<file path="src/rtl/logic_unit.sv">
// Two-stage pipelined bitwise logic unit with valid/ready handshake.
// S1 holds the raw result; S2 holds the result and its zero/neg/parity flags.
module logic_unit #(
  parameter int WIDTH = 20
) (
  input  logic             clk,
  input  logic             rst_n,
  input  logic             in_valid,
  output logic             in_ready,
  input  logic [2:0]       op,
  input  logic [WIDTH-1:0] a,
  input  logic [WIDTH-1:0] b,
  output logic             out_valid,
  input  logic             out_ready,
  output logic [WIDTH-1:0] c,
  output logic             zero,
  output logic             neg,
  output logic             parity
);

  localparam logic [2:0] OP_NOT  = 3'b000;
  localparam logic [2:0] OP_AND  = 3'b001;
  localparam logic [2:0] OP_OR   = 3'b010;
  localparam logic [2:0] OP_XOR  = 3'b011;
  localparam logic [2:0] OP_NAND = 3'b100;
  localparam logic [2:0] OP_NOR  = 3'b101;
  localparam logic [2:0] OP_XNOR = 3'b110;
  localparam logic [2:0] OP_ANDN = 3'b111;

  logic             v1_q, v1_d;
  logic             ov_q, ov_d;
  logic [WIDTH-1:0] r1_q, r1_d;
  logic [WIDTH-1:0] c_q, c_d;
  logic             z_q, z_d;
  logic             n_q, n_d;
  logic             p_q, p_d;
  logic             adv1, adv2, fire_in;
  logic [WIDTH-1:0] res;

  assign adv2    = !ov_q || out_ready;
  assign adv1    = !v1_q || adv2;
  assign fire_in = in_valid && adv1;

  always_comb begin
    res = '0;
    unique case (op)
      OP_NOT:  res = ~a;
      OP_AND:  res = a & b;
      OP_OR:   res = a | b;
      OP_XOR:  res = a ^ b;
      OP_NAND: res = ~(a & b);
      OP_NOR:  res = ~(a | b);
      OP_XNOR: res = ~(a ^ b);
      OP_ANDN: res = a & ~b;
    endcase
  end

  always_comb begin
    v1_d = v1_q;
    r1_d = r1_q;
    if (adv1) begin
      v1_d = fire_in;
      r1_d = res;
    end
  end

  // Flags are derived from r1 so they always match the c they travel with.
  always_comb begin
    ov_d = ov_q;
    c_d  = c_q;
    z_d  = z_q;
    n_d  = n_q;
    p_d  = p_q;
    if (adv2) begin
      ov_d = v1_q;
      c_d  = r1_q;
      z_d  = (r1_q == '0);
      n_d  = r1_q[WIDTH-1];
      p_d  = ^r1_q;
    end
  end

  always_ff @(posedge clk or negedge rst_n) begin
    if (!rst_n) begin
      v1_q <= 1'b0;
      r1_q <= '0;
      ov_q <= 1'b0;
      c_q  <= '0;
      z_q  <= 1'b0;
      n_q  <= 1'b0;
      p_q  <= 1'b0;
    end else begin
      v1_q <= v1_d;
      r1_q <= r1_d;
      ov_q <= ov_d;
      c_q  <= c_d;
      z_q  <= z_d;
      n_q  <= n_d;
      p_q  <= p_d;
    end
  end

  assign in_ready  = adv1;
  assign out_valid = ov_q;
  assign c         = c_q;
  assign zero      = z_q;
  assign neg       = n_q;
  assign parity    = p_q;

endmodule
</file>
<file path="config.mk">
export PLATFORM = sky130hd
export DESIGN_NAME = logic_unit
export DESIGN_NICKNAME = d
export VERILOG_FILES = /design/src/rtl/logic_unit.sv
export SDC_FILE = /design/constraint.sdc
export NUM_CORES = 1
export LEC_CHECK = 0
export BUFFER_PORTS_ARGS = -buffer_cell sky130_fd_sc_hd__buf_2
export CAP_MARGIN = 20
export CELL_PAD_IN_SITES_DETAIL_PLACEMENT = 0
export CELL_PAD_IN_SITES_GLOBAL_PLACEMENT = 2
export CORE_MARGIN = 2
export CORE_UTILIZATION = 37
export DETAILED_ROUTE_END_ITERATION = 16
export HOLD_SLACK_MARGIN = 0.06
export PLACE_DENSITY_LB_ADDON = 0.1
export SETUP_SLACK_MARGIN = 0.4
export SYNTH_ARGS = -nofsm -noshare
export SYNTH_HDL_FRONTEND = slang
export SYNTH_SLANG_ARGS = --single-unit
</file>
<file path="constraint.sdc">
create_clock -name clk -period 4.46 [get_ports clk]
set_input_delay 0.892 -clock clk [delete_from_list [all_inputs] [get_ports clk]]
set_output_delay 0.892 -clock clk [all_outputs]
set_load 0.02 [all_outputs]
</file>
==> summary.txt, run 1 <==
Run status
  – Outcome: finished clean

Power and ir drop
  – Worst vdd ir: 269 uV
  – Power Density: 308 nW/um^2
  – Leak Pwr: 2.41 nW

CTS
  – Clk sink count: 44
  – CTS H-tree lvls: 2
  – Clk buf depth: 2
  – Clk root buf: clkbuf_8
  – Cts bufs inserted: 5
  – CTS tree: yes
  – Hold_buf cts: 0
  – Post-CTS Resized: 0
  – Clock latency on the worst-skew pair: 300 ps
  – Post-CTS Repair Setup Buffers: 0
  – Clk slew on worst S/H paths: 90 ps

STA
  – Slew headroom: 29.3%
  – Setup Viol. Count Final: 0
  – Slew Viols, Final: 0
  – Fin Clk Skew: 8.92 ps
  – Crit path time final: 2680 ps
  – Fmax: 373 MHz
  – Final Hold Fails: 0
  – RSZ-0062 raised after global routing: false
  – Measured slew at the worst slew-check pin: 1060 ps
  – Period utilization: 60.1%
  – Setup TNS: 0 ps

Floorplan
  – Rows: 38
  – Die X: 110 um
  – Total Die Area: 12,000 sq um
  – Starting Density: 38.0%
  – DIE HEIGHT: 110 um
  – Core Area: 10,900 sq um
  – I/O Pins: 72

Setup path
  – Crit Path Max Fanout: 42
  – CP Class: in2reg
  – Critical path launch point type: primary input
  – R2r worst-path depth: 6
  – CP required: 4660 ps
  – CP endpoint kind: flip-flop
  – Data arrival, critical path: 2880 ps

Min path
  – Hold depth: 1
  – Hold crit path type: reg2reg

Finish
  – # nets final: 655
  – Fillers: 1,091
  – Post-Route Utilization: 42.8%
  – Diode count: 0
  – FF+latch area: 1100 sq um
  – Area of the multi-input gates: 2560 sq um
  – Share of layout cells above drive strength 1: 20.3%
  – Area delta synth->final: 12.7%

Routing
  – Met1 wire length: 4.80 mm
  – Uppermost routed layer: met4
  – Initial DRC Count: 163
  – WL final: 9.93 mm
  – DR WL/cell: 14.7 um
  – WL met3: 451 um
  – Antenna viol nets, final: 0
  – Via-to-Cell Ratio: 5.14
  – Routed vias: 3,483
  – Met2 Wirelength: 4.61 mm
  – Drt first pass iters: 4
  – DRC viols: 0

Synth
  – Post-Syn Area: 4140 sq um
  – Top-count cell post-synth: inv_1
  – Yosys warns: 0
  – Largest area contributor in the synthesized netlist: dfrtp_1
  – Post-synthesis sequential area ratio: 26.6%
  – Number of synthesized flops with an enable pin: 0
  – Net count after synthesis: 608
  – Syn Area/Cell: 8.43 sq um
  – Ys async rst share: 100%
  – Synth top area cells: dfrtp_1 27%, ha_1 21%, inv_1 7.3%
  – Syn Inst Count: 491
  – Ys flop type: dfrtp_1
  – Yosys cell types: 30
  – Share of the synthesized area in the top cell type: 26.6%
  – Synth top cells by count: 80 x inv_1, 70 x ha_1, 62 x nand2_1
  – Flops & latches, synth: 44

Place
  – GPL Wtd Cong: 0.760
  – Port Buffer Count: 71
  – Post-DP HPWL: 6.96 mm

Global routing
  – GR Util All Layers: 17.0%
  – First-pass GRT wire length: 15.9 mm
  – Vias in the first global route: 3,175
  – Initial antenna violation count: 0
  – Largest net degree at the start of global routing: 46
  – GRT overflow: 0

Job
  – Max_cap viols: 0
==> per-stage QoR <==
stage                     area [sq um]  instances  total power [mW]  hold WS (ps)  worst slack (ps)
after global routing              4660        678              1.56           496              1600
after floorplan                   4140        491             0.926           439              1960
after CTS                         4660        678              1.47           476              1780
after global placement            4530        671              1.08           456              1490
final                             4660        678              1.44           472              1780
after detailed placement          4530        671              1.09           456              1450
==> final timing paths <==
check | end | slack (ps) | startpoint
worst max register to register | parity | 2570 | r1_q[9]
worst min-delay path | out_valid | 470 | v1_q
worst min register to register | out_valid | 470 | v1_q
max in group asynchronous | c[10] | 3370 | rst_n
min in group asynchronous | r1_q[13] | 680 | rst_n
worst max-delay path | r1_q[18] | 1780 | op[1]
==> layout make-up <==
type | instances | area share [%]
inverter | 81 | 6.52
tap | 140 | 3.76
clock buffer | 5 | 1.48
clock inverter | 2 | 1.29
multi-input combinational | 330 | 54.9
timing repair buffer | 76 | 8.43
sequential | 44 | 23.6
==> routing by layer <==
metal	up-vias	global-route usage, %
met5	-	0
met4	0	3.25
met3	6	2.13
met2	84	28.7
met1	1632	23.3
li1	1761	-
==> critical path, cell delays in order <==
cell	delay, ps
buf_2	600
buf_4	520
mux2i_1	240
o2bb2ai_1	90
a221o_1	320
a31o_1	200
==> report_power, final <==
part           leakage (nW)  switching, mW  internal (mW)
logic                  1.81          0.321          0.257
clock network        0.0642          0.146          0.221
registers             0.538         0.0244          0.469
==> registers in the layout, summed over array words and instances (netlist names) <==
signal,cells
out_valid,1
c,20
v1_q,1
zero,1
r1_q,20
parity,1
==> cell families (layout without fill, tap and decap cells) <==
kind of cell	count (synthesis)	in the layout	share of synthesized area [%]
and+or+nand+nor	110	110	13.6
AOI/OAI and AO/OA	121	121	19.7
DFF	44	44	26.6
adders and majority gates	70	70	21.2
muxes	21	21	5.11
xor gates and xnor gates	8	8	2.03
buffers and inverters	117	164	11.9
==> layout by cell type (no fill, tap or decap), types with 2 or more instances in the layout <==
cell | synthesis | final
nand4_1 | 2 | 2
o22ai_1 | 39 | 39
buf_4 | 4 | 5
bufinv_16 | 0 | 2
xnor2_1 | 7 | 7
or2_2 | 21 | 21
clkbuf_8 | 0 | 5
nand3b_1 | 20 | 20
o2bb2ai_1 | 20 | 20
dfrtp_1 | 44 | 44
ha_1 | 70 | 70
inv_1 | 80 | 80
mux2i_1 | 20 | 20
o21ai_0 | 20 | 20
a21oi_1 | 20 | 20
nand2_1 | 62 | 62
a221oi_1 | 19 | 19
buf_2 | 11 | 71
Power figures use the tool's default switching activity.
==> run 2: changes to the inputs <==
--- a/config.mk
+++ b/config.mk
@@ -5,12 +5,13 @@
 export SDC_FILE = /design/constraint.sdc
 export NUM_CORES = 1
 export LEC_CHECK = 0
+export ABC_AREA = 1
 export BUFFER_PORTS_ARGS = -buffer_cell sky130_fd_sc_hd__buf_2
 export CAP_MARGIN = 20
 export CELL_PAD_IN_SITES_DETAIL_PLACEMENT = 0
 export CELL_PAD_IN_SITES_GLOBAL_PLACEMENT = 2
 export CORE_MARGIN = 2
-export CORE_UTILIZATION = 37
+export CORE_UTILIZATION = 28
 export DETAILED_ROUTE_END_ITERATION = 16
 export HOLD_SLACK_MARGIN = 0.06
 export PLACE_DENSITY_LB_ADDON = 0.1
==> constraint.sdc (replaced) <==
create_clock -name clk -period 2.45 [get_ports clk]
set_input_delay 0.49 -clock clk [delete_from_list [all_inputs] [get_ports clk]]
set_output_delay 0.49 -clock clk [all_outputs]
set_load 0.02 [all_outputs]
==> run 2 against run 1 <==
  * Worst hold slack got worse by 160 ps
  * Sequential cell count stayed put
  * Wire length grew 17%
  * Design area is 5.0% higher
  * Cell count grew 28%
  * Largest power group unchanged
==> summary.txt, run 2 <==
Routing
  – Drt first pass iters: 4 (unchanged)
  – Routed vias: 3,835 (+10%)
  – Via-to-Cell Ratio: 4.42 (-14%)
  – Initial DRC Count: 132 (-19%)
  – DRC viols: 0 (unchanged)
  – DR WL/cell: 13.4 um (-8.9%)
  – Antenna viol nets, final: 0 (unchanged)
  – WL final: 11.6 mm (+17%)

CTS
  – Hold_buf cts: 0 (unchanged)
  – CTS H-tree lvls: 2 (unchanged)
  – Post-CTS Repair Setup Buffers: 0 (unchanged)
  – CTS tree: yes
  – Clk sink count: 44 (unchanged)
  – Clock latency on the worst-skew pair: 290 ps (about the same)
  – Clk root buf: clkbuf_16
  – Cts bufs inserted: 5 (unchanged)
  – Post-CTS Resized: 0 (unchanged)
  – Clk buf depth: 2 (unchanged)
  – Clk slew on worst S/H paths: 70 ps (-20 ps)

Synth
  – XOR/XNOR Fraction of Synth Area: 0.831% (-1.2 points)
  – Post-Syn Area: 4220 sq um (+1.9%)
  – Largest area contributor in the synthesized netlist: dfrtp_1
  – Synth top cells by count: 151 x inv_1, 124 x nand2_1, 70 x ha_1
  – Synth top area cells: dfrtp_1 26%, ha_1 21%, inv_1 13%
  – Number of synthesized flops with an enable pin: 0 (unchanged)
  – Simple-Gate Fraction of Synth Area: 19.6% (+6.0 points)
  – Largest family of logic cells by synthesized area: adder cells
  – Yosys warns: 0 (unchanged)
  – Yosys cell types: 25 (-17%)
  – Ys flop type: dfrtp_1
  – Synth Area in Adders: 20.8% (-0.39 points)
  – Syn Area/Cell: 6.78 sq um (-20%)
  – Top-count cell post-synth: inv_1
  – Share of the synthesized area in the top cell type: 26.1% (-0.49 points)
  – Compound-Gate Fraction of Synth Area: 15.0% (-4.6 points)
  – Flops & latches, synth: 44 (unchanged)
  – Mux share of post-synthesis cell area: 0% (-5.1 points)
  – Post-synthesis sequential area ratio: 26.1% (-0.49 points)
  – Syn Inst Count: 622 (+27%)
  – Ys async rst share: 100% (unchanged)
  – Net count after synthesis: 739 (+22%)

Power and ir drop
  – Combinational share of power: 36.2% (-4.0 points)
  – Int Power: 1.81 mW (+91%)
  – Power Density: 577 nW/um^2 (+87%)
  – Worst vdd ir: 317 uV (+18%)
  – Switching portion of total power: 36.0% (+1.8 points)
  – Pwr Total: 2.82 mW (+96%)
  – Leak Pwr: 2.76 nW (+14%)
  – Sw Pwr: 1.02 mW (+110%)
  – Part of the power in registers: 33.0% (-1.3 points)
  – Part of the power in the clock network: 30.8% (+5.3 points)

Setup path
  – CP Buf/Inv Count: 4 (+2)
  – Worst path cell trace: inv_1, nor2_4, inv_2, nor2_2, inv_2, buf_2
  – CP endpoint kind: primary output
  – Crit Path Max Fanout: 4 (-90%)
  – Critical Path Most Common Cell: inv_2
  – Critical path launch point type: flip-flop
  – WP depth: 6 (unchanged)
  – Crit path largest cell delay: 340 ps (-260 ps)
  – R2r worst-path depth: 10 (+4)
  – Family with the most delay on the worst path: buffers and inverters
  – Data arrival, critical path: 1260 ps (-1620 ps)
  – CP Class: reg2out
  – CP required: 1960 ps (-2700 ps)
  – Slowest stage cell, crit path: dfrtp_1

Place
  – Port Buffer Count: 71 (unchanged)
  – Cell count after placement: 860 (+28%)
  – Post-DP HPWL: 8.42 mm (+21%)
  – GPL Wtd Cong: 0.755 (-0.75%)

STA
  – Slew Viols, Final: 0 (unchanged)
  – Final Hold Fails: 0 (unchanged)
  – Fin Clk Skew: 6.13 ps (-2.79 ps)
  – Slew headroom: 54.5% (+25 points)
  – Period utilization: 71.6%
  – Worst hold slack: 309 ps (-163 ps)
  – Crit path time final: 1750 ps
  – RSZ-0062 raised after global routing: false
  – Setup Viol. Count Final: 0 (unchanged)
  – Setup TNS: 0 ps (unchanged)
  – Fmax: 570 MHz
  – Measured slew at the worst slew-check pin: 681 ps (-377 ps)

Global routing
  – Vias in the first global route: 3,879 (+22%)
  – GRT overflow: 0 (unchanged)
  – First-pass GRT wire length: 19.7 mm (+24%)
  – GR Util All Layers: 15.2% (-1.7 points)
  – Initial antenna violation count: 0 (unchanged)
  – Largest net degree at the start of global routing: 45 (-2.2%)

Finish
  – Area delta synth->final: 16.2%
  – Share of layout cells above drive strength 1: 14.6% (-5.6 points)
  – FF+latch area: 1100 sq um (unchanged)
  – # nets final: 800 (+22%)
  – Area of the multi-input gates: 2370 sq um (-7.5%)
  – Post-Layout Cell Count: 867 (+28%)
  – Most frequent cells in the layout: 151 x inv_1, 124 x nand2_1, 71 x buf_2
  – Diode count: 0 (unchanged)
  – Fillers: 1,642 (+51%)
  – Leading cell type in the layout, fill and taps excluded: inv_1

Floorplan
  – Starting Density: 28.8% (-9.2 points)
  – DIE HEIGHT: 127 um (+15%)
  – Core Area: 14,600 sq um (+34%)
  – Rows: 44 (+16%)
  – Total Die Area: 16,100 sq um (+33%)
  – I/O Pins: 72 (unchanged)
  – Die X: 127 um (+15%)

Run status
  – Outcome: finished clean

Job
  – Max_cap viols: 0 (unchanged)

Min path
  – Hold crit path type: in2async
-- run 2: cell types whose count changed after synthesis, sizes merged, moves of 20 or more --
cell	previous run	this run
nand2	62	126
nand3b	20	0
mux2i	20	0
or2	21	1
o21ai	20	80
nor2	1	44
o2bb2ai	20	0
inv	81	155
nand3	0	26
-- run 2: layout make-up --
class | count | area share, %
multi-input cells | 396 | 48.4
flip-flops and latches | 44 | 22.5
inverters | 155 | 11.9
repair buffers | 81 | 8.79
well taps | 184 | 4.70
clock buffers | 5 | 2.55
clock inverters | 2 | 1.23
-- run 2: worst paths after layout --
kind,startpoint,endpoint,slack (ps)
min reg2reg,c[13],c[13],480
max reg2reg,r1_q[10],parity,910
max in group asynchronous,rst_n,r1_q[4],1730
min in group clk,in_valid,v1_q,400
max,out_valid,in_ready,700
min,rst_n,c[17],310
-- run 2: per-layer routing --
layer / global-route usage (%) / vias to the layer above / part of all wire (%)
li1: - / 2020 / -
met1: 20.8 / 1749 / 50
met2: 26.5 / 58 / 47
met3: 1.56 / 8 / 2.5
met4: 2.71 / 0 / 0.86
met5: 0 / - / 0
-- run 2: stage by stage --
step	worst slack, ps	util [%]	cell area, sq um
floorplan	879	-	4220
global placement	579	32.2	4710
detailed placement	570	32.2	4710
CTS	667	33.4	4900
global route	606	33.4	4900
finish	695	33.4	4900
-- run 2: power by group through the flow --
stage / Sequential (mW) / Combinational, mW / Clock (mW)
final: 0.932 / 1.02 / 0.869
after detailed placement: 0.947 / 1.04 / 0
after floorplan: 1.02 / 0.621 / 0
after global routing: 0.951 / 1.20 / 0.922
after CTS: 0.934 / 1.04 / 0.896
after global placement: 0.943 / 1.03 / 0
-- run 2: cells by family (layout without fill, tap and decap cells) --
logic type               count (synthesis)  in the layout
AND/OR/NAND/NOR                        201            201
AO/OA/AOI/OAI                          121            121
buffers and inverters                  182            243
flip-flops                              44             44
adder cells (fa/ha/maj)                 70             70
XOR/XNOR                                 4              4
==> run 3: changes to the inputs <==
--- a/config.mk
+++ b/config.mk
@@ -11,7 +11,7 @@
 export CELL_PAD_IN_SITES_DETAIL_PLACEMENT = 0
 export CELL_PAD_IN_SITES_GLOBAL_PLACEMENT = 2
 export CORE_MARGIN = 2
-export CORE_UTILIZATION = 28
+export CORE_UTILIZATION = 31
 export DETAILED_ROUTE_END_ITERATION = 16
 export HOLD_SLACK_MARGIN = 0.06
 export PLACE_DENSITY_LB_ADDON = 0.1
==> constraint.sdc (replaced) <==
create_clock -name clk -period 1.65 [get_ports clk]
set_input_delay 0.33 -clock clk [delete_from_list [all_inputs] [get_ports clk]]
set_output_delay 0.33 -clock clk [all_outputs]
set_load 0.02 [all_outputs]
==> run 3 against run 2 <==
  * Combinational power rose by 76%
  * Clock power rose by 28%
  * Global-route usage rose by 0.55 points
  * Sequential share of layout area fell by 1.7 points
  * Critical path type unchanged
  * Wire length fell by 4.9%
  * Clock skew fell by 1.2 ps
==> summary.txt, run 3 (synthesized netlist as in run 2, its figures left out) <==
Global routing
  – GRT overflow: 0 (unchanged)
  – Vias in the first global route: 3,792 (-2.2%)
  – Initial antenna violation count: 0 (unchanged)
  – Largest net degree at the start of global routing: 45 (unchanged)
  – GR Util All Layers: 15.8% (+0.55 points)
  – First-pass GRT wire length: 18.5 mm (-5.9%)

Floorplan
  – Die X: 121 um (-4.8%)
  – Starting Density: 31.8% (+3.0 points)
  – Rows: 42 (-4.5%)
  – DIE HEIGHT: 121 um (-4.8%)
  – Total Die Area: 14,500 sq um (-9.4%)
  – I/O Pins: 72 (unchanged)
  – Core Area: 13,200 sq um (-9.6%)

Place
  – GPL Wtd Cong: 0.792 (+5.0%)
  – Port Buffer Count: 71 (unchanged)
  – Post-DP HPWL: 8.15 mm (-3.2%)
  – Placed cell area: 4880 sq um (+3.6%)
  – Pre-CTS setup slack: 135 ps (-436 ps)

Routing
  – DR WL/cell: 12.6 um (-5.8%)
  – Antenna viol nets, final: 0 (unchanged)
  – Drt first pass iters: 4 (unchanged)
  – Via-to-Cell Ratio: 4.43 (about the same)
  – WL final: 11.0 mm (-4.9%)
  – DRC viols: 0 (unchanged)
  – Routed vias: 3,873 (+0.99%)
  – Initial DRC Count: 170 (+29%)

Min path
  – Hold depth: 2
  – Hold_sp: in_valid
  – Hold crit path type: in2reg
  – Worst Hold End: v1_q

Setup path
  – FF-to-FF Start: r1_q[16]
  – R2r endpoint: parity
  – CP endpoint kind: primary output
  – Critical path launch point type: flip-flop
  – Flop-to-flop setup slack: 290 ps (-620 ps)
  – CP required: 1320 ps (-640 ps)
  – CP Class: reg2out
  – R2r worst-path depth: 12 (+2)
  – Crit Path Max Fanout: 3 (-1)
  – Data arrival, critical path: 1130 ps (-130 ps)

CTS
  – Cts bufs inserted: 5 (unchanged)
  – CTS tree: yes
  – CTS H-tree lvls: 2 (unchanged)
  – Clk sink count: 44 (unchanged)
  – Clk slew on worst S/H paths: 60 ps (about the same)
  – Clk root buf: clkbuf_16
  – Clock latency on the worst-skew pair: 280 ps (about the same)
  – Clk buf depth: 2 (unchanged)

Finish
  – Diode count: 0 (unchanged)
  – Share of layout cells above drive strength 1: 22.3% (+7.7 points)
  – Leading cell type in the layout, fill and taps excluded: inv_1
  – Post-route cell area: 5300 sq um (+8.2%)
  – # nets final: 815 (+1.9%)
  – Area delta synth->final: 25.7%
  – Post-Route Utilization: 40.0% (+6.6 points)
  – Most frequent cells in the layout: 136 x inv_1, 112 x nand2_1, 70 x buf_2

Power and ir drop
  – Part of the power in registers: 32.3% (-0.7 points)
  – Part of the power in the clock network: 25.8% (-5.0 points)
  – Leak Pwr: 2.90 nW (+5.0%)
  – Combinational share of power: 41.9% (+5.7 points)
  – Sw Pwr: 1.56 mW (+53%)
  – Worst vdd ir: 481 uV (+52%)
  – Int Power: 2.74 mW (+52%)
  – Switching portion of total power: 36.2% (+0.20 points)
  – Power Density: 810 nW/um^2 (+40%)

STA
  – Period utilization: 88.7%
  – Final worst slack: 187 ps (-508 ps)
  – Slew Viols, Final: 0 (unchanged)
  – Crit path time final: 1460 ps
  – RSZ-0062 raised after global routing: true
  – Fin Clk Skew: 4.89 ps (-1.24 ps)
  – Final Hold Fails: 0 (unchanged)
  – Slew headroom: 75.5% (+21 points)
  – Setup Viol. Count Final: 0 (unchanged)
  – Measured slew at the worst slew-check pin: 368 ps (-313 ps)
  – Worst hold slack: 246 ps (-62.5 ps)
  – Fmax: 684 MHz
  – Setup TNS: 0 ps (unchanged)

Job
  – Max_cap viols: 0 (unchanged)

Run status
  – Outcome: finished clean
## run 3: cell types whose count changed in the layout (fill, tap and decap cells not counted), sizes merged
cell / previous run / this run
buf: 81 / 95
bufinv: 2 / 1
clkbuf: 5 / 6
clkinv: 0 / 1
dlygate4sd3: 0 / 1
## run 3: how the worst max path moves through the flow
| stage | from | to | slack [ps] | depth (start not counted) |
|---|---|---|---|---|
| after floorplan | out_valid | r1_q[19] | 350 | 10 |
| after global placement | r1_q[6] | parity | 180 | 10 |
| after detailed placement | op[1] | r1_q[11] | 130 | 9 |
| after CTS | out_valid | in_ready | 150 | 6 |
| after global routing | out_valid | in_ready | 120 | 6 |
| final | out_valid | in_ready | 190 | 6 |
## run 3: metrics by stage
step | total power [mW] | instances
floorplan | 2.47 | 622
detailed placement | 3.00 | 855
CTS | 4.28 | 872
global placement | 2.99 | 855
finish | 4.29 | 875
global route | 4.64 | 875
## run 3: area by class of cell
| class | instances | area [sq um] |
|---|---|---|
| Inverter | 155 | 587 |
| Timing Repair Buffer | 96 | 701 |
| Sequential cell | 44 | 1100 |
| Clock inverter | 2 | 35.0 |
| Multi-Input combinational cell | 396 | 2520 |
| Tap cell | 176 | 220 |
| Fill cell | 1431 | 7940 |
| Clock buffer | 6 | 129 |
## run 3: what timing repair did
item / 4_1_cts / 5_1_grt
buffers inserted: 8 / 3
resized for setup: 31 / 22
hold endpoints to repair: 44 / 0
endpoints found under the setup margin: 18 / 23
hold buffers: 1 / 0
gates cloned: 0 / 0
pin swaps: 7 / 9
## run 3: power groups by stage
stage	Combinational [mW]	Sequential (mW)	Clock [mW]
CTS	1.76	1.39	1.13
detailed placement	1.61	1.40	0
global route	2.04	1.41	1.18
floorplan	0.952	1.52	0
global placement	1.59	1.40	0
finish	1.80	1.39	1.11
## run 3: metal layers
metal / track usage (%) / routed length (um) / vias to the layer above / part of all wire, %
met4: 2.91 / 77 / 0 / 0.70
met5: 0 / 0 / - / 0
li1: - / - / 2055 / -
met1: 21.5 / 5350 / 1740 / 49
met2: 27.1 / 5200 / 71 / 47
met3: 1.75 / 383 / 7 / 3.5
## run 3: worst max-delay path, stage by stage, from the launching register on
cell     delay, ps
dfrtp_2        360
inv_2           40
nor2_4          80
inv_2           50
nor2_4         120
inv_6           60
buf_6          130
